## src/rtl/sprite_compositor.sv

```systemverilog
// Per-pixel game compositor: sky, ground, player and enemy sprites, pixel collision and game FSM.
// Optional macro DEAD_FLASH_EN: DEAD colour and led blink with an 8-frame half-period.
module sprite_compositor #(
  parameter int unsigned COORD_W  = 16,
  parameter int unsigned N_ENEMY  = 4,
  parameter int unsigned SPR_W    = 100,
  parameter int unsigned SPR_H    = 60,
  parameter int unsigned INSET    = 10,
  parameter int unsigned GROUND_Y = 460,
  parameter int unsigned H_ACT_LO = 144,
  parameter int unsigned H_ACT_HI = 783,
  parameter int unsigned V_ACT_LO = 35,
  parameter int unsigned V_ACT_HI = 514
) (
  input  logic                         clk,
  input  logic                         reset,
  input  logic [COORD_W-1:0]           x,
  input  logic [COORD_W-1:0]           y,
  input  logic                         frame_start,
  input  logic                         start,
  input  logic [COORD_W-1:0]           x_player,
  input  logic [COORD_W-1:0]           y_player,
  input  logic [N_ENEMY*COORD_W-1:0]   x_enemy,
  input  logic [N_ENEMY*COORD_W-1:0]   y_enemy,
  input  logic [N_ENEMY-1:0]           enemy_en,
  output logic [3:0]                   Red,
  output logic [3:0]                   Green,
  output logic [3:0]                   Blue,
  output logic                         led,
  output logic [1:0]                   state_o,
  output logic [15:0]                  score
);

  localparam int unsigned CW1 = COORD_W + 1;

  localparam logic [1:0] StInitial = 2'b00;
  localparam logic [1:0] StPlaying = 2'b01;
  localparam logic [1:0] StDead    = 2'b10;

  localparam logic [11:0] ColBlack  = 12'h000;
  localparam logic [11:0] ColRed    = 12'hF00;
  localparam logic [11:0] ColGreen  = 12'h0F0;
  localparam logic [11:0] ColWhite  = 12'hFFF;
  localparam logic [11:0] ColYellow = 12'hFF0;
  localparam logic [11:0] ColSky    = 12'h8EE;

  // Open-interval box test; bounds carry one extra bit so boxes near the max clip, not wrap.
  function automatic logic in_box(input logic [CW1-1:0] px, input logic [CW1-1:0] py,
                                  input logic [CW1-1:0] lx, input logic [CW1-1:0] ly,
                                  input logic [CW1-1:0] hx, input logic [CW1-1:0] hy);
    return (px > lx) && (px < hx) && (py > ly) && (py < hy);
  endfunction

  // Stage 1 combinational hits
  logic [CW1-1:0] xe, ye, pxl, pyl;
  logic           vis_d, pl_d, pin_d, en_d, gnd_d;

  always_comb begin
    xe    = {1'b0, x};
    ye    = {1'b0, y};
    pxl   = {1'b0, x_player};
    pyl   = {1'b0, y_player};
    vis_d = (x > COORD_W'(H_ACT_LO)) && (x <= COORD_W'(H_ACT_HI)) &&
            (y > COORD_W'(V_ACT_LO)) && (y <= COORD_W'(V_ACT_HI));
    gnd_d = y > COORD_W'(GROUND_Y);
    pl_d  = in_box(xe, ye, pxl, pyl, pxl + CW1'(SPR_W), pyl + CW1'(SPR_H));
    pin_d = in_box(xe, ye, pxl + CW1'(INSET), pyl + CW1'(INSET),
                   pxl + CW1'(SPR_W - INSET), pyl + CW1'(SPR_H - INSET));
    en_d  = 1'b0;
    for (int i = 0; i < N_ENEMY; i++) begin
      en_d = en_d | (enemy_en[i] &&
             in_box(xe, ye,
                    {1'b0, x_enemy[i*COORD_W +: COORD_W]},
                    {1'b0, y_enemy[i*COORD_W +: COORD_W]},
                    {1'b0, x_enemy[i*COORD_W +: COORD_W]} + CW1'(SPR_W),
                    {1'b0, y_enemy[i*COORD_W +: COORD_W]} + CW1'(SPR_H)));
    end
  end

  logic vis_q, pl_q, pin_q, en_q, gnd_q;

  always_ff @(posedge clk or posedge reset) begin
    if (reset) begin
      vis_q <= 1'b0;
      pl_q  <= 1'b0;
      pin_q <= 1'b0;
      en_q  <= 1'b0;
      gnd_q <= 1'b0;
    end else begin
      vis_q <= vis_d;
      pl_q  <= pl_d;
      pin_q <= pin_d;
      en_q  <= en_d;
      gnd_q <= gnd_d;
    end
  end

  // Game state
  logic [1:0]  state_q, state_d;
  logic [15:0] score_q, score_d;
  logic        collide_q, collide_d;
  logic        start_pend_q, start_pend_d;
  logic        led_q, led_d;
  logic        hit;
  logic        go;
  logic        dead_red;

`ifdef DEAD_FLASH_EN
  logic [3:0] flash_cnt_q, flash_cnt_d;
`endif

  always_comb begin
    hit          = vis_q && pl_q && en_q && (state_q == StPlaying);
    go           = start_pend_q || start;
    state_d      = state_q;
    score_d      = score_q;
    collide_d    = collide_q || hit;
    start_pend_d = start_pend_q || (start && (state_q != StPlaying));
    if (frame_start) begin
      case (state_q)
        StInitial, StDead: begin
          if (go) begin
            state_d      = StPlaying;
            score_d      = 16'd0;
            collide_d    = 1'b0;
            start_pend_d = 1'b0;
          end
        end
        StPlaying: begin
          if (collide_q) begin
            state_d = StDead;
          end else if (score_q != 16'hFFFF) begin
            score_d = score_q + 16'd1;
          end
        end
        default: state_d = StInitial;
      endcase
    end
  end

`ifdef DEAD_FLASH_EN
  always_comb begin
    flash_cnt_d = flash_cnt_q;
    if ((state_d == StDead) && (state_q != StDead)) begin
      flash_cnt_d = 4'd0;
    end else if ((state_q == StDead) && frame_start) begin
      flash_cnt_d = flash_cnt_q + 4'd1;
    end
    led_d    = (state_d == StDead) && !flash_cnt_d[3];
    dead_red = !flash_cnt_q[3];
  end
`else
  always_comb begin
    led_d    = state_d == StDead;
    dead_red = 1'b1;
  end
`endif

  always_ff @(posedge clk or posedge reset) begin
    if (reset) begin
      state_q      <= StInitial;
      score_q      <= 16'd0;
      collide_q    <= 1'b0;
      start_pend_q <= 1'b0;
      led_q        <= 1'b0;
    end else begin
      state_q      <= state_d;
      score_q      <= score_d;
      collide_q    <= collide_d;
      start_pend_q <= start_pend_d;
      led_q        <= led_d;
    end
  end

`ifdef DEAD_FLASH_EN
  always_ff @(posedge clk or posedge reset) begin
    if (reset) begin
      flash_cnt_q <= 4'd0;
    end else begin
      flash_cnt_q <= flash_cnt_d;
    end
  end
`endif

  // Stage 2 colour select
  logic [11:0] rgb_q, rgb_d;

  always_comb begin
    if (!vis_q) begin
      rgb_d = ColBlack;
    end else if (state_q == StDead) begin
      rgb_d = dead_red ? ColRed : ColBlack;
    end else if (gnd_q) begin
      rgb_d = ColGreen;
    end else if ((state_q == StPlaying) && pin_q) begin
      rgb_d = ColWhite;
    end else if ((state_q == StPlaying) && pl_q) begin
      rgb_d = ColYellow;
    end else if ((state_q == StPlaying) && en_q) begin
      rgb_d = ColBlack;
    end else begin
      rgb_d = ColSky;
    end
  end

  always_ff @(posedge clk or posedge reset) begin
    if (reset) begin
      rgb_q <= ColBlack;
    end else begin
      rgb_q <= rgb_d;
    end
  end

  assign Red     = rgb_q[11:8];
  assign Green   = rgb_q[7:4];
  assign Blue    = rgb_q[3:0];
  assign led     = led_q;
  assign state_o = state_q;
  assign score   = score_q;

endmodule
```

## config.mk

```make
export PLATFORM = sky130hd
export DESIGN_NAME = sprite_compositor
export DESIGN_NICKNAME = d
export VERILOG_FILES = /design/src/rtl/sprite_compositor.sv
export SDC_FILE = /design/constraint.sdc
export NUM_CORES = 1
export LEC_CHECK = 0
export CORE_UTILIZATION = 45
export DETAILED_ROUTE_END_ITERATION = 8
export PLACE_DENSITY = 0.8
export REMOVE_ABC_BUFFERS = 1
export SYNTH_ARGS = -nofsm -noshare
export SYNTH_HDL_FRONTEND = slang
export SYNTH_SLANG_ARGS = --single-unit
export TNS_END_PERCENT = 5
```

## constraint.sdc

```tcl
create_clock -name clk -period 2.95 [get_ports clk]
set_input_delay 0.59 -clock clk [delete_from_list [all_inputs] [get_ports clk]]
set_output_delay 0.59 -clock clk [all_outputs]
set_load 0.005 [all_outputs]
```

==> results of run 1 <==
==> per-stage QoR <==
step / total power [mW] / std cells / setup WS (ps) / utilization / hold WS [ps]
after floorplan: 1.86 / 1609 / -376 / - / 506
after global placement: 3.21 / 2672 / -855 / 0.682 / 522
after detailed placement: 3.35 / 2672 / -951 / 0.682 / 551
after CTS: 4.06 / 2714 / -7.65 / 0.720 / 555
after global routing: 4.46 / 2716 / -252 / 0.722 / 583
final: 4.15 / 2719 / -80.1 / 0.722 / 557
==> registers in the layout, summed over array words and instances, names as in the netlist <==
register and flops:
score 16, rgb_q 6, state_o 2, collide_q 1
en_q 1, gnd_q 1, led 1, pin_q 1
pl_q 1, start_pend_q 1, vis_q 1
==> what timing repair did <==
action	in CTS	in global routing
pin swaps	118	11
buffers inserted	37	1
gates resized for setup	286	10
cloned	0	0
endpoints found under the hold margin	0	0
setup endpoints to repair	3	3
==> power by group <==
part	switching, mW	internal, mW
clock network	0.196	0.354
registers	0.0688	0.490
logic	1.48	1.56
total	1.74	2.41
==> routing by layer <==
| metal | share of wire | up-vias | global-route usage |
|---|---|---|---|
| li1 | - | 7400 | - |
| met1 | 0.39 | 7278 | 0.384 |
| met2 | 0.48 | 689 | 0.599 |
| met3 | 0.072 | 201 | 0.0497 |
| met4 | 0.059 | 4 | 0.196 |
| met5 | 0.00055 | - | 0 |
==> final timing paths <==
| path | slack [ps] | to |
|---|---|---|
| max in group asynchronous | 1880 | rgb_q[3] |
| max | -80 | en_q |
| min reg2reg | 560 | score[4] |
| min in group asynchronous | 730 | vis_q |
| min | 560 | score[4] |
| max reg2reg | 520 | score[13] |
==> Yosys cell counts (all sizes together) (28+ instances only) <==
cell type	n
a21o	45
a21oi	107
dfrtp	32
ha	371
inv	174
nand2	98
nand3	69
nand4	57
nor2	95
nor2b	28
nor3	46
o21ai	67
xnor2	172
==> cell families (layout without fill, tap and decap cells) <==
logic type / count (synthesis) / count (layout) / share of synthesized area
and+or+nand+nor: 491 / 491 / 0.198
adders and majority gates: 371 / 371 / 0.367
AOI/OAI and AO/OA: 361 / 361 / 0.186
buffers and inverters: 201 / 903 / 0.0620
xor gates and xnor gates: 178 / 178 / 0.123
DFF: 32 / 32 / 0.0633
muxes: 1 / 1 / 0.000889
other: 0 / 4 / 0
==> critical path, delay by kind of cell <==
family	cells	cell delay [ps]
AOI/OAI and AO/OA	7	1410
xor gates and xnor gates	1	60
adders and majority gates	1	340
buffers and inverters	1	250
and+or+nand+nor	4	560
==> final cells by class <==
class,instances,area [um2]
tap,378,473
multi-input combinational,1402,11800
sequential,32,801
fill,2025,7690
timing repair buffer,721,6110
inverter,175,658
clock buffer,7,153
antenna,4,10.0
==> Implementation_results.wiki, run 1 <==
{| class="wikitable"
! Metric !! Value
|-
| Run status || finished, violations left
|-
| Violated checks || negative setup slack
|-
| Top FF cell, synth || sky130_fd_sc_hd__dfrtp_1
|-
| Worst-Margin Slew || about 650 ps
|-
| Fraction of layout cells with a size suffix above 1 || 0.280
|-
| Post-synth EDFFs || 0
|-
| Post-detailed-route DRC marker count || 0
|-
| Clock H-tree levels || 2
|-
| Fmax || 330 MHz
|-
| Number of cells on the worst reg-to-reg path || 8
|-
| Synth top area share || 0.367
|-
| Dpl hpwl || between 40 and 50 mm
|-
| Classification of the worst-slack hold path || reg -> reg
|-
| Count of endpoints failing setup in the final report || 3
|-
| Area growth from synthesis to final layout || 58.1%
|-
| Routed len/inst || 18.1 um
|-
| CTS root buffer || sky130_fd_sc_hd__clkbuf_16
|-
| Number of antenna-violating nets in the routed design || 0
|-
| Worst Path Class, Setup || in -> reg
|-
| IO buf count || 230
|-
| Maximum number of pins on one net before global-route repair || 33
|-
| Final Hold Fails || 0
|-
| Area of the core || 27700 um2
|-
| Synthesized instance count || between 1500 and 2000
|-
| Worst clock skew || 20.3 ps
|-
| Post-Layout Inst Area || between 20000 and 25000 um2
|-
| Initial antenna violation count || 5
|-
| Remaining global-route overflow || 0
|-
| Net count reported at finish || 2908
|-
| Average vias per placed instance || 5.73
|-
| FP Rows || 61
|-
| Y dimension of the die || 170 um
|-
| FF+latch count, synth || 32
|-
| Unrepaired setup endpoints after global routing || true
|-
| Weighted congestion at the end of routability-driven global placement || 0.995
|-
| # Max-Cap Violations || 0
|-
| Summed negative setup slack over all endpoints || -171 ps
|-
| Via count of the routed design || 15600
|-
| Clock transition at path regs || around 70 ps
|-
| Startpoint of the most critical hold path || score[4]
|-
| Fin crit period || roughly 3000 ps
|-
| Slowest cell on the critical path || sky130_fd_sc_hd__a2111oi_4
|-
| Most area-hungry cell type in the Yosys netlist || sky130_fd_sc_hd__ha_1
|-
| Wire length of the first global-routing pass || 77.7 mm
|-
| Insertion delay to the later sink of the worst-skew pair || 290 ps
|-
| Commonest cells after routing, fill and taps aside || 468 x sky130_fd_sc_hd__buf_4, 357 x sky130_fd_sc_hd__ha_1, 168 x sky130_fd_sc_hd__xnor2_1
|-
| Clock tree from TritonCTS || built
|-
| Kind of capture point of the worst setup path || flop
|-
| Initial DRT Pass Iterations || 6
|-
| Area enclosed by the die boundary || 28800 um2
|-
| Max-slew violation total from the final report || 0
|-
| Final period util || 1.03
|-
| Starting DRC count in detailed routing || 932
|-
| Deepest clock path buffer count || 2
|-
| Initial standard-cell utilization of the core || 0.457
|-
| Critical path launch point type || primary input
|-
| Number of global-route vias before repair || 16100
|-
| Most common cell after layout, fill and taps aside || sky130_fd_sc_hd__buf_4
|-
| Count of pins on the block boundary || 231
|-
| Sequential fraction of the synthesis area || 0.0633
|-
| Maximum resistive drop on vdd || 0.308 mV
|-
| DP Area || between 15000 and 20000 um2
|-
| Power density over the cells || 207 nW/um2
|-
| Critical Path Fanout Max || 2
|-
| Arrival time worst endpoint || 3220 ps
|-
| Worst flop-to-flop path startpoint || score[6]
|-
| Launch point of the worst path || y_enemy[3]
|-
| Ranking of synthesized cells by area || sky130_fd_sc_hd__ha_1 37%, sky130_fd_sc_hd__xnor2_1 12%, sky130_fd_sc_hd__dfrtp_1 6.3%, sky130_fd_sc_hd__inv_1 5.2%, sky130_fd_sc_hd__a21oi_1 4.2%
|-
| Ys Warns || 0
|-
| Die W || 170 um
|-
| Critical path's largest stage delay || 370 ps
|-
| Detailed-route wire length || 49.2 mm
|-
| Overall Global Routing Usage || 0.338
|-
| Area of the mapped netlist || 12700 um2
|-
| Number of sinks handled by clock tree synthesis || 32
|-
| Synthesized area per cell || 7.74 um2
|-
| Leak || 9.82 nW
|-
| Headroom to the max-slew limit || 0.565
|-
| Worst-path cell chain || dlygate4sd2_1, nor3_2, nand2_1, nand2_1, xnor2_1, ha_1, a2111oi_4, nor2b_1, o311ai_1, a31oi_1, o21ai_2, a2111oi_4, a31oi_4, o311ai_1
|-
| Depth of the worst hold-timing path || 1
|-
| Final worst slack || -80.1 ps
|-
| Hold bufs inserted after CTS || 0
|-
| Required @ worst endpoint || 3140 ps
|-
| Yosys cell types || 60
|-
| Share of synthesized flip-flops with an asynchronous set or reset || 1.00
|-
| Total CTS buffers || 5
|}
No activity file was read; power rests on OpenSTA's default activity.
==> run 2, diff against run 1 <==
- CTS_CLUSTER_SIZE: default -> 16
- SLEW_MARGIN: default -> 20
==> results of run 2 <==
Final layout, timing and power as in run 1 (identical DEF).
